===== config.mk =====
export PLATFORM = sky130hd
export DESIGN_NAME = half3_sched
export DESIGN_NICKNAME = d
export VERILOG_FILES = /design/src/rtl/half3_sched.sv
export SDC_FILE = /design/constraint.sdc
export NUM_CORES = 1
export LEC_CHECK = 0
export ABC_AREA = 1
export CORE_MARGIN = 5
export CORE_UTILIZATION = 55
export DETAILED_ROUTE_END_ITERATION = 12
export PLACE_DENSITY = 0.85
export SLEW_MARGIN = 20
export SYNTH_ARGS = -nofsm -noshare
export SYNTH_HDL_FRONTEND = slang
export SYNTH_HIERARCHICAL = 1
export SYNTH_SLANG_ARGS = --single-unit

===== constraint.sdc =====
create_clock -name clk -period 3 [get_ports clk]
set_clock_uncertainty 0.2 [all_clocks]
set_input_delay 0.6 -clock clk [delete_from_list [all_inputs] [get_ports clk]]
set_output_delay 0.6 -clock clk [all_outputs]
set_load 0.02 [all_outputs]

===== src/rtl/half3_sched.sv =====
// half3_sched: two-channel front end for the shared half3 half-band decimator.
// Buffers streams A and B, sequences the 4-phase frame and collects one output per frame.

module half3_sched_fifo #(
    parameter int DW    = 16,
    parameter int DEPTH = 4
) (
    input  logic          clk,
    input  logic          rst,
    input  logic          push,
    input  logic [DW-1:0] push_data,
    input  logic          pop,
    output logic [DW-1:0] pop_data,
    output logic          full,
    output logic          empty
);
    localparam int AW = $clog2(DEPTH);

    logic [DW-1:0] mem [DEPTH];
    logic [AW:0]   wr_ptr;
    logic [AW:0]   rd_ptr;

    // The extra pointer bit tells full from empty when the addresses coincide.
    assign full     = (wr_ptr[AW] != rd_ptr[AW]) && (wr_ptr[AW-1:0] == rd_ptr[AW-1:0]);
    assign empty    = (wr_ptr == rd_ptr);
    assign pop_data = mem[rd_ptr[AW-1:0]];

    // NOTE: sequential state uses non-blocking assignments so every flop samples pre-edge values.
    always_ff @(posedge clk or posedge rst) begin
        if (rst) begin
            wr_ptr <= '0;
            rd_ptr <= '0;
        end else begin
            if (push) begin
                wr_ptr <= wr_ptr + 1'b1;
            end
            if (pop) begin
                rd_ptr <= rd_ptr + 1'b1;
            end
        end
    end

    // NOTE: storage is not reset; the pointers alone decide which words are live.
    always_ff @(posedge clk) begin
        if (push) begin
            mem[wr_ptr[AW-1:0]] <= push_data;
        end
    end
endmodule

module half3_sched #(
    parameter int DW     = 16,
    parameter int OW     = 17,
    parameter int FDEPTH = 4,
    parameter int LAT    = 10
) (
    input  logic          clk,
    input  logic          rst,
    input  logic          run,
    input  logic          clr_status,
    input  logic [DW-1:0] a_data,
    input  logic          a_valid,
    output logic          a_ready,
    input  logic [DW-1:0] b_data,
    input  logic          b_valid,
    output logic          b_ready,
    output logic [DW-1:0] f_a,
    output logic [DW-1:0] f_b,
    output logic          f_ab,
    input  logic [OW-1:0] f_d,
    output logic [OW-1:0] out_data,
    output logic          out_valid,
    output logic          a_underrun,
    output logic          b_underrun,
    output logic          busy
);
    typedef enum logic [1:0] {
        IDLE  = 2'd0,
        RUN   = 2'd1,
        DRAIN = 2'd2
    } state_t;

    localparam int            CW    = $clog2(LAT + 1);
    localparam logic [CW-1:0] LAT_C = CW'(LAT);

    state_t        state;
    state_t        state_next;
    logic [1:0]    ph;
    logic [CW-1:0] fill;
    logic [CW-1:0] drain_cnt;

    logic          pop_slot;
    logic          take;
    logic          a_full;
    logic          a_empty;
    logic          b_full;
    logic          b_empty;
    logic [DW-1:0] a_word;
    logic [DW-1:0] b_word;

    assign a_ready  = !a_full;
    assign b_ready  = !b_full;
    assign pop_slot = (state == RUN) && ph[0];
    assign take     = (state != IDLE) && (ph == 2'd0) && (fill == LAT_C);
    assign f_ab     = ph[1];
    assign busy     = (state != IDLE);

    half3_sched_fifo #(.DW(DW), .DEPTH(FDEPTH)) u_fifo_a (
        .clk       (clk),
        .rst       (rst),
        .push      (a_valid && !a_full),
        .push_data (a_data),
        .pop       (pop_slot && !a_empty),
        .pop_data  (a_word),
        .full      (a_full),
        .empty     (a_empty)
    );

    half3_sched_fifo #(.DW(DW), .DEPTH(FDEPTH)) u_fifo_b (
        .clk       (clk),
        .rst       (rst),
        .push      (b_valid && !b_full),
        .push_data (b_data),
        .pop       (pop_slot && !b_empty),
        .pop_data  (b_word),
        .full      (b_full),
        .empty     (b_empty)
    );

    // NOTE: the default assignment first keeps this block free of inferred latches.
    always_comb begin
        state_next = state;
        unique case (state)
            IDLE:    if (run) state_next = RUN;
            RUN:     if (!run && (ph == 2'd3)) state_next = DRAIN;
            DRAIN:   if ((ph == 2'd0) && (drain_cnt == LAT_C)) state_next = IDLE;
            default: state_next = IDLE;
        endcase
    end

    always_ff @(posedge clk or posedge rst) begin
        if (rst) begin
            state     <= IDLE;
            ph        <= 2'd0;
            fill      <= '0;
            drain_cnt <= '0;
        end else begin
            state <= state_next;
            // Phase and fill both restart from zero for every streaming session.
            if ((state == IDLE) || (state_next == IDLE)) begin
                ph   <= 2'd0;
                fill <= '0;
            end else begin
                ph <= ph + 2'd1;
                if (fill != LAT_C) begin
                    fill <= fill + 1'b1;
                end
            end
            if (state != DRAIN) begin
                drain_cnt <= '0;
            end else if (drain_cnt != LAT_C) begin
                drain_cnt <= drain_cnt + 1'b1;
            end
        end
    end

    always_ff @(posedge clk or posedge rst) begin
        if (rst) begin
            f_a        <= '0;
            f_b        <= '0;
            out_data   <= '0;
            out_valid  <= 1'b0;
            a_underrun <= 1'b0;
            b_underrun <= 1'b0;
        end else begin
            // Zero-stuffing: only a pop slot with data puts a sample on the filter inputs.
            f_a <= (pop_slot && !a_empty) ? a_word : '0;
            f_b <= (pop_slot && !b_empty) ? b_word : '0;

            if (pop_slot && a_empty) begin
                a_underrun <= 1'b1;
            end else if (clr_status) begin
                a_underrun <= 1'b0;
            end
            if (pop_slot && b_empty) begin
                b_underrun <= 1'b1;
            end else if (clr_status) begin
                b_underrun <= 1'b0;
            end

            out_valid <= take;
            if (take) begin
                out_data <= f_d;
            end
        end
    end
endmodule


==> flow_metrics.py, run 1 <==
metrics = {
    "timing": {
        "timing.final.max_slew_violations": 0,
        "post-route-min-period_ns": 2.84,
        "fin_setup_tns_ns": 0,
        "fmax_ghz": 0.352,
        "min_period_over_period_pct": 94.6,
        "hold_viol": 0,
        "tightest_slew_ns": 0.889,
        "slew_headroom_pct": 40.7,
        "setup_viol": 0,
        "rsz0062_at_grt": "false",
        "fin_ws_ns": 0.162,
    },
    "die": {
        "coreArea_mm2": 0.0158,
        "dieWidth_um": 136,
        "io-pin-count": 111,
        "fp.dieArea_mm2": 0.0186,
        "die_height_um": 136,
        "row_count": 46,
        "start_util_pct": 55.7,
    },
    "job": {
        "maxCapViolations": 0,
    },
    "global_route": {
        "grt_usage_pct": 18.8,
        "grt_pass1_vias": 5486,
        "grt_overflow": 0,
        "grt_max_degree": 67,
        "antenna_found_initial": 0,
        "grt_first_pass_wirelength_um": 27500,
    },
    "drt": {
        "wl_um": 17300,
        "drtAntennaViolNets": 0,
        "vias": 5301,
        "routedWlPerCell_um": 16.2,
        "drtPass1Iterations": 4,
        "routed_via_density": 4.96,
        "drcViolationCount": 0,
        "first_iter_violations": 373,
    },
    "final_layout": {
        "area_delta_synth_final_pct": 20.9,
        "nets": 909,
        "post-route-util_pct": 67.4,
        "drive_gt1_share_pct": 18.6,
        "insertedDiodeCount": 0,
        "final_common_cell": "nand2_1",
        "layout_common_cells": "145 x nand2_1, 128 x edfxtp_1, 121 x inv_1, 110 x clkdlybuf4s50_1, 74 x dfrtp_1",
        "n_fill_cell": 1114,
    },
    "yosys": {
        "syn_inst": 719,
        "ys_seq_area_share_pct": 65.4,
        "postSynth.asyncResetShare_pct": 37.3,
        "ys_ff_latch": 204,
        "synth_edf_count": 128,
        "yosys_warnings": 6,
        "syn_area_per_cell_um2": 12.2,
        "synth_ff_type": "edfxtp_1",
        "syn-num-nets": 790,
        "syn_area_mm2": 0.00879,
        "synth.distinct_cells": 28,
    },
    "placed_design": {
        "pre_cts_ws_ns": 0.471,
        "place.gp.congestion": 0.764,
        "io_buffers": 110,
        "dp_hpwl_um": 11300,
    },
    "power_and_ir_drop": {
        "p_per_area_mw_per_mm2": 996,
        "ir_worst_vdd_mv": 0.668,
        "p_leak_nw": 4.62,
        "power_mw": 10.6,
    },
    "clock_network": {
        "cts_root_buf": "clkbuf_16",
        "htree_levels": 1,
        "cts_made_buffers": 21,
        "clock-sinks": 204,
        "postCtsHoldBufs": 0,
        "clock_latency_ns": 0.49,
        "cts_buffer_depth": 3,
        "clk_pin_slew_worst_paths_ns": 0.06,
        "cts_tree": "yes",
    },
    "setup_path": {
        "crit_type": "register to output port",
        "cp.required_ns": 2.20,
        "cp_max_fo": 7,
        "cp-end-kind": "output port",
        "arrival_ns": 2.04,
        "start_kind": "register",
    },
    "worst_hold_path": {
        "hp-class": "input pin to asynchronous set/reset pin",
    },
    "outcome": {
        "status": "complete, no violations",
    },
}
state kept, by name (all words and copies together) (netlist names):
signal,cells
drain_cnt,4
ph,2
state,2
b_underrun,1
u_fifo_b/wr_ptr,3
out_data,17
u_fifo_a/mem,64
out_valid,1
u_fifo_b/rd_ptr,3
f_b,16
a_underrun,1
u_fifo_a/rd_ptr,3
fill,4
u_fifo_b/mem,64
f_a,16
u_fifo_a/wr_ptr,3
synth_stat cells (4+ instances only):
cell type	instances	share of area, %
buf_12	8	1.8
nor2_1	35	1.5
o21ai_1	4	0.23
nand3_1	9	0.51
xnor2_1	7	0.70
nand2_1	145	6.2
buf_6	9	1.2
nor2_2	12	0.85
clkinv_2	4	0.23
inv_2	11	0.47
ha_1	16	2.3
buf_2	7	0.40
o211ai_2	46	6.5
nor2_4	4	0.51
dfrtp_1	76	22
xor2_1	9	0.90
o211ai_1	18	1.5
edfxtp_1	128	44
inv_1	122	5.2
o21ai_0	6	0.34
nand2_2	33	2.3
critical path, stage by stage, from the launching register on:
cell and delay (ns):
dfrtp_1 0.44, buf_4 0.20, nand2_1 0.06, nand2_1 0.06
nand2_1 0.06, nor2_1 0.13, inv_1 0.05, clkdlybuf4s50_1 0.54
kinds of logic after synthesis:
group           after synthesis  share of synthesized area [%]
flops                       204                           65.4
buf+inv                     166                           9.72
simple gates                241                           12.3
xor+xnor                     16                           1.59
compound gates               76                           8.78
fa+ha+maj                    16                           2.28
metal layers:
layer / vias to the layer above / share of wire, % / global-route usage [%]
met1: 2577 / 39 / 23.1
li1: 2557 / - / -
met2: 136 / 53 / 33.4
met3: 31 / 5.5 / 3.66
met4: 0 / 2.2 / 6.27
met5: - / 0 / 0
layout make-up:
class,count,area [µm²],share of cell area [%]
inverters,140,543,5.11
multi-input cells,349,2190,20.6
repair buffers,122,1200,11.3
clock buffers,30,569,5.36
clock inverters,8,103,0.966
well taps,216,270,2.54
flip-flops and latches,204,5750,54.1
repair_timing:
item	in CTS	in global routing
setup buffers	0	5
resized for setup	0	2
endpoints found under the setup margin	0	2
metrics by stage:
step                hold slack, ns  cells  instance area (µm²)
floorplan                    0.191    719                 8790
global placement             0.260   1026                 9920
detailed placement           0.269   1026                 9920
CTS                          0.249   1064                10600
global route                 0.271   1069                10600
finish                       0.254   1069                10600
final timing paths:
kind	startpoint	endpoint	slack, ns	depth (start not counted)
setup / recovery	u_fifo_b/rd_ptr[1]	b_ready	0.16	7
hold / removal	rst	u_fifo_a/rd_ptr[1]	0.25	2
setup reg to reg	u_fifo_b/rd_ptr[1]	u_fifo_b/mem[3][4]	0.64	8
hold reg to reg	out_data[4]	out_data[4]	0.29	2
max in group asynchronous	rst	f_b[12]	1.63	3
min in group clk	out_data[4]	out_data[4]	0.29	2
where the power goes:
group	internal, mW	switching [mW]	total, mW
sequential	3.78	0.348	4.13
combinational	1.45	2.46	3.91
clock	1.50	1.04	2.54
No activity file was read; power rests on OpenSTA's default activity.
==> run 2, diff against run 1 <==
--- a/config.mk
+++ b/config.mk
@@ -8,3 +8,3 @@
 export ABC_AREA = 1
-export CORE_MARGIN = 5
+export CORE_MARGIN = 4
 export CORE_UTILIZATION = 55
==> constraint.sdc (replaced) <==
create_clock -name clk -period 3 [get_ports clk]
set_clock_uncertainty 0.2 [all_clocks]
set_input_delay 0.3 -clock clk [delete_from_list [all_inputs] [get_ports clk]]
set_output_delay 0.3 -clock clk [all_outputs]
set_load 0.1 [all_outputs]
==> flow_metrics.py, run 2 (synthesis results as in run 1) <==
metrics = {
    "outcome": {
        "status": "complete, no violations",
    },
    "power_and_ir_drop": {
        "p_leak_nw": 4.70,
        "power_mw": 12.1,
        "ir_worst_vdd_mv": 0.929,
        "p_per_area_mw_per_mm2": 1150,
    },
    "final_layout": {
        "layout_common_cells": "145 x nand2_1, 128 x edfxtp_1, 121 x inv_1, 74 x dfrtp_1, 58 x buf_4",
        "drive_gt1_share_pct": 24.5,
        "area_delta_synth_final_pct": 19.5,
        "nets": 904,
        "final_common_cell": "nand2_1",
        "insertedDiodeCount": 0,
        "post-route-util_pct": 68.1,
    },
    "setup_path": {
        "crit_type": "register to register",
        "path_buf_inv": 2,
        "arrival_ns": 2.57,
        "start_kind": "register",
        "cp_top_family": "simple AND/OR/NAND/NOR gates",
        "cpMaxStageDelayCell": "dfrtp_1",
        "crit_top_cell": "nand2_1",
        "cp-end-kind": "register",
        "slowest_delay_ns": 0.63,
        "cp_max_fo": 18,
        "worstPathCellList": "inv_6 -> nand2_1 -> nand2_1 -> nand2_1 -> nor2_1 -> nor2_1 -> nand2_1 -> inv_2",
        "cp.required_ns": 2.95,
    },
    "clock_network": {
        "cts_resized": 0,
        "clk_pin_slew_worst_paths_ns": 0.06,
        "cts_buffer_depth": 3,
        "clock_latency_ns": 0.49,
        "clock-sinks": 204,
        "cts_root_buf": "clkbuf_16",
        "htree_levels": 1,
        "cts_tree": "yes",
        "cts_made_buffers": 22,
    },
    "timing": {
        "hold_viol": 0,
        "timing.final.max_slew_violations": 0,
        "fmax_ghz": 0.382,
        "setup_viol": 0,
        "rsz0062_at_grt": "false",
        "fin_ws_ns": 0.380,
        "whs_ns": 0.139,
        "tightest_slew_ns": 0.872,
        "slew_headroom_pct": 41.8,
        "min_period_over_period_pct": 87.3,
        "fin_setup_tns_ns": 0,
        "post-route-min-period_ns": 2.62,
    },
    "placed_design": {
        "place.gp.congestion": 0.749,
        "dp_hpwl_um": 10800,
        "io_buffers": 110,
        "pre_cts_ws_ns": 0.490,
    },
    "die": {
        "coreArea_mm2": 0.0154,
        "io-pin-count": 111,
        "die_height_um": 134,
        "row_count": 45,
        "start_util_pct": 57.0,
        "dieWidth_um": 134,
        "fp.dieArea_mm2": 0.0181,
    },
    "drt": {
        "wl_um": 16900,
        "vias": 5248,
        "drtAntennaViolNets": 0,
        "routedWlPerCell_um": 15.9,
        "drtPass1Iterations": 4,
        "drcViolationCount": 0,
        "first_iter_violations": 318,
        "routed_via_density": 4.95,
    },
    "global_route": {
        "antenna_found_initial": 0,
        "grt_pass1_vias": 5422,
        "grt_overflow": 0,
        "grt_max_degree": 67,
        "grt_usage_pct": 18.7,
        "grt_first_pass_wirelength_um": 27200,
    },
    "job": {
        "maxCapViolations": 0,
    },
    "worst_hold_path": {
        "hp-class": "input pin to register",
    },
}
==> run 2: cell types whose count changed in the layout (fill, tap and decap cells not counted), sizes merged <==
cell / change
clkdlybuf4s50: -56
buf: +49
clkbuf: +3
clkinvlp: -1
dlygate4sd3: +1
==> run 2: cell type report <==
cell class	count	area [µm²]
Clock buffer	33	623
Clock inverter	7	86.3
Fill cell	1074	4930
Inverter	140	543
Multi-Input combinational cell	349	2190
Sequential cell	204	5750
Tap cell	211	264
Timing Repair Buffer	116	1050
==> run 2: tightest hold or removal path, cell delays in order <==
cell and delay, ns:
clkdlybuf4s50_1 0.39, nand2_1 0.06, nand2_1 0.04
==> run 2: worst paths after layout <==
check	start	endpoint	slack (ns)	cells past startpoint
worst min register to register	out_data[15]	out_data[15]	0.28	2
worst max register to register	u_fifo_a/rd_ptr[1]	u_fifo_a/mem[3][3]	0.38	8
worst max-delay path	u_fifo_a/rd_ptr[1]	u_fifo_a/mem[3][3]	0.38	8
min in group asynchronous	rst	u_fifo_a/rd_ptr[1]	0.51	3
max in group asynchronous	rst	f_b[4]	1.38	4
worst min-delay path	f_d[9]	out_data[9]	0.14	3
==> run 2: layer usage <==
layer | track usage [%] | up-vias | share of wire [%]
li1 | - | 2547 | -
met5 | 0 | - | 0
met2 | 34.7 | 105 | 54
met4 | 4.13 | 0 | 1.7
met1 | 22.6 | 2573 | 39
met3 | 3.75 | 23 | 4.5
==> run 2: stage by stage <==
step                      instances  area, µm²
after floorplan                 719       8790
after global placement         1019       9780
after detailed placement       1019       9780
after CTS                      1060      10500
after global routing           1060      10500
final                          1060      10500
==> run 2: where the power goes <==
| group | switching [mW] | leakage [nW] | internal, mW | total [mW] |
|---|---|---|---|---|
| Combinational | 3.92 | 2.22 | 1.35 | 5.27 |
| Sequential | 0.382 | 2.14 | 3.78 | 4.17 |
| Clock | 1.02 | 0.343 | 1.61 | 2.62 |
==> run 2: what timing repair did <==
item | CTS | global route
hold endpoints to repair | 12 | 0
setup buffers | 0 | 0
hold buffers | 1 | 0
==> run 3, diff against run 2 <==
RECOVER_POWER = 50   (was unset)
==> flow_metrics.py, run 3 (synthesis results as in run 1) <==
metrics = {
    "global_route": {
        "grt_pass1_vias": 5422,
        "grt_max_degree": 67,
        "met3_usage_pct": 3.75,
        "grt_first_pass_wirelength_um": 27200,
        "grt_usage_pct": 18.7,
        "busiest_layer": "met2",
        "grt_util_met1_pct": 22.6,
        "antenna_found_initial": 1,
        "use_met2_pct": 34.7,
        "grt_overflow": 0,
    },
    "drt": {
        "vias": 5239,
        "wl_um": 16900,
        "first_iter_violations": 310,
        "drcViolationCount": 0,
        "routedWlPerCell_um": 15.9,
        "routed_via_density": 4.94,
        "drtAntennaViolNets": 0,
        "drtPass1Iterations": 5,
    },
    "final_layout": {
        "area_delta_synth_final_pct": 17.1,
        "drive_gt1_share_pct": 18.1,
        "layout_common_cells": "145 x nand2_1, 128 x edfxtp_1, 122 x inv_1, 74 x dfrtp_1, 62 x clkbuf_1",
        "final_common_cell": "nand2_1",
        "n_fill_cell": 1142,
        "nets": 904,
        "insertedDiodeCount": 0,
    },
    "power_and_ir_drop": {
        "combPwrFrac_pct": 42.7,
        "power.internal_mw": 6.53,
        "seqPwrFrac_pct": 35.1,
        "switching_share_pct": 44.9,
        "switchingPower_mw": 5.31,
        "clkPwrFrac_pct": 22.2,
        "p_per_area_mw_per_mm2": 1150,
        "p_leak_nw": 4.50,
        "ir_worst_vdd_mv": 0.923,
    },
    "setup_path": {
        "start_kind": "register",
        "path_buf_inv": 2,
        "cp.required_ns": 2.95,
        "arrival_ns": 2.56,
        "r2r-end": "u_fifo_a/mem[3][3]",
        "cp-startpoint": "u_fifo_a/rd_ptr[1]",
        "slowest_delay_ns": 0.62,
        "r2r_cells": 8,
        "crit_path_end": "u_fifo_a/mem[3][3]",
        "cp-end-kind": "register",
        "worstPathCellList": "inv_6 -> nand2_1 -> nand2_1 -> nand2_1 -> nor2_1 -> nor2_1 -> nand2_1 -> inv_2",
        "reg2reg_slack_ns": 0.38,
        "r2r_start": "u_fifo_a/rd_ptr[1]",
        "crit_top_cell": "nand2_1",
        "cp_max_fo": 18,
        "cpMaxStageDelayCell": "dfrtp_1",
        "worst-path-stages": 8,
        "crit_type": "register to register",
        "cp_top_family": "simple AND/OR/NAND/NOR gates",
    },
    "clock_network": {
        "cts_made_buffers": 22,
        "clk_pin_slew_worst_paths_ns": 0.06,
        "cts_buffer_depth": 3,
        "cts_root_buf": "clkbuf_16",
        "cts_tree": "yes",
        "clock_latency_ns": 0.49,
        "clock-sinks": 204,
        "post-cts-setup-buffers": 0,
        "htree_levels": 1,
    },
    "timing": {
        "timing.final.max_slew_violations": 0,
        "tightest_slew_ns": 1.24,
        "whs_ns": 0.141,
        "setup_viol": 0,
        "min_period_over_period_pct": 87.2,
        "post-route-min-period_ns": 2.62,
        "slew_headroom_pct": 17.7,
        "fin_ws_ns": 0.385,
        "hold_viol": 0,
        "rsz0062_at_grt": "false",
        "fin_setup_tns_ns": 0,
        "fmax_ghz": 0.382,
    },
    "die": {
        "row_count": 45,
        "dieWidth_um": 134,
        "start_util_pct": 57.0,
        "die_height_um": 134,
        "fp.dieArea_mm2": 0.0181,
        "coreArea_mm2": 0.0154,
        "io-pin-count": 111,
    },
    "outcome": {
        "status": "complete, no violations",
    },
    "placed_design": {
        "dp_hpwl_um": 10800,
        "pre_cts_ws_ns": 0.490,
        "io_buffers": 110,
        "place.gp.congestion": 0.749,
    },
    "worst_hold_path": {
        "hp-class": "input pin to register",
    },
    "job": {
        "maxCapViolations": 0,
    },
}
[run 3: cell count changes in the layout (fill, tap and decap cells not counted)]
cell	delta
clkbuf_1	+53
inv_1	+1
inv_2	-1
clkbuf_4	+1
clkdlybuf4s50_1	-33
buf_4	-53
dlygate4sd3_1	+33
buf_12	-1
[run 3: worst min path at each step]
stage / start / to / slack [ns] / cells past startpoint
floorplan: rst / u_fifo_a/rd_ptr[0] / -0.11 / 1
finish: f_d[10] / out_data[10] / 0.14 / 3
CTS: f_d[15] / out_data[15] / 0.13 / 3
detailed placement: out_data[15] / out_data[15] / 0.27 / 2
global placement: out_data[15] / out_data[15] / 0.26 / 2
global route: f_d[4] / out_data[4] / 0.14 / 3
[run 3: area by class of cell]
class                      count  area, µm²  share of cell area [%]
sequential                   204       5750                    55.9
multi-input combinational    349       2190                    21.3
timing repair buffer         116        835                    8.11
clock buffer                  33        623                    6.06
inverter                     140        543                    5.28
tap                          211        264                    2.57
clock inverter                 7       86.3                   0.839
[run 3: stage by stage]
stage                     instance area (µm²)  total power, mW  instances  utilization, %
after floorplan                          8790             8.56        719               -
after global placement                   9780             9.28       1019            63.4
after detailed placement                 9780             9.45       1019            63.4
after CTS                               10500             12.2       1060            68.1
after global routing                    10300             12.5       1060            66.7
final                                   10300             11.8       1060            66.7
[run 3: power groups by stage]
stage	clock (mW)	combinational, mW	sequential [mW]
after floorplan	0	2.85	5.71
after global placement	0	5.11	4.17
after detailed placement	0	5.24	4.21
after CTS	2.68	5.30	4.17
after global routing	2.80	5.46	4.23
final	2.62	5.06	4.16
[run 3: tightest hold or removal path: cells and delay by family]
family / cells / cell delay, ns
buffers and inverters: 1 / 0.39
AND/OR/NAND/NOR: 2 / 0.10
[run 3: timing repair]
action | 4_1_cts | 5_1_grt
hold buffers | 1 | 0
gates resized for setup | 0 | 0
endpoints found under the hold margin | 12 | 0
[run 3: per-layer routing]
layer  routed length (µm)  part of all wire (%)
met1                 6690                    40
met2                 9150                    54
met3                  766                   4.5
met4                  263                   1.6
met5                    8                 0.047
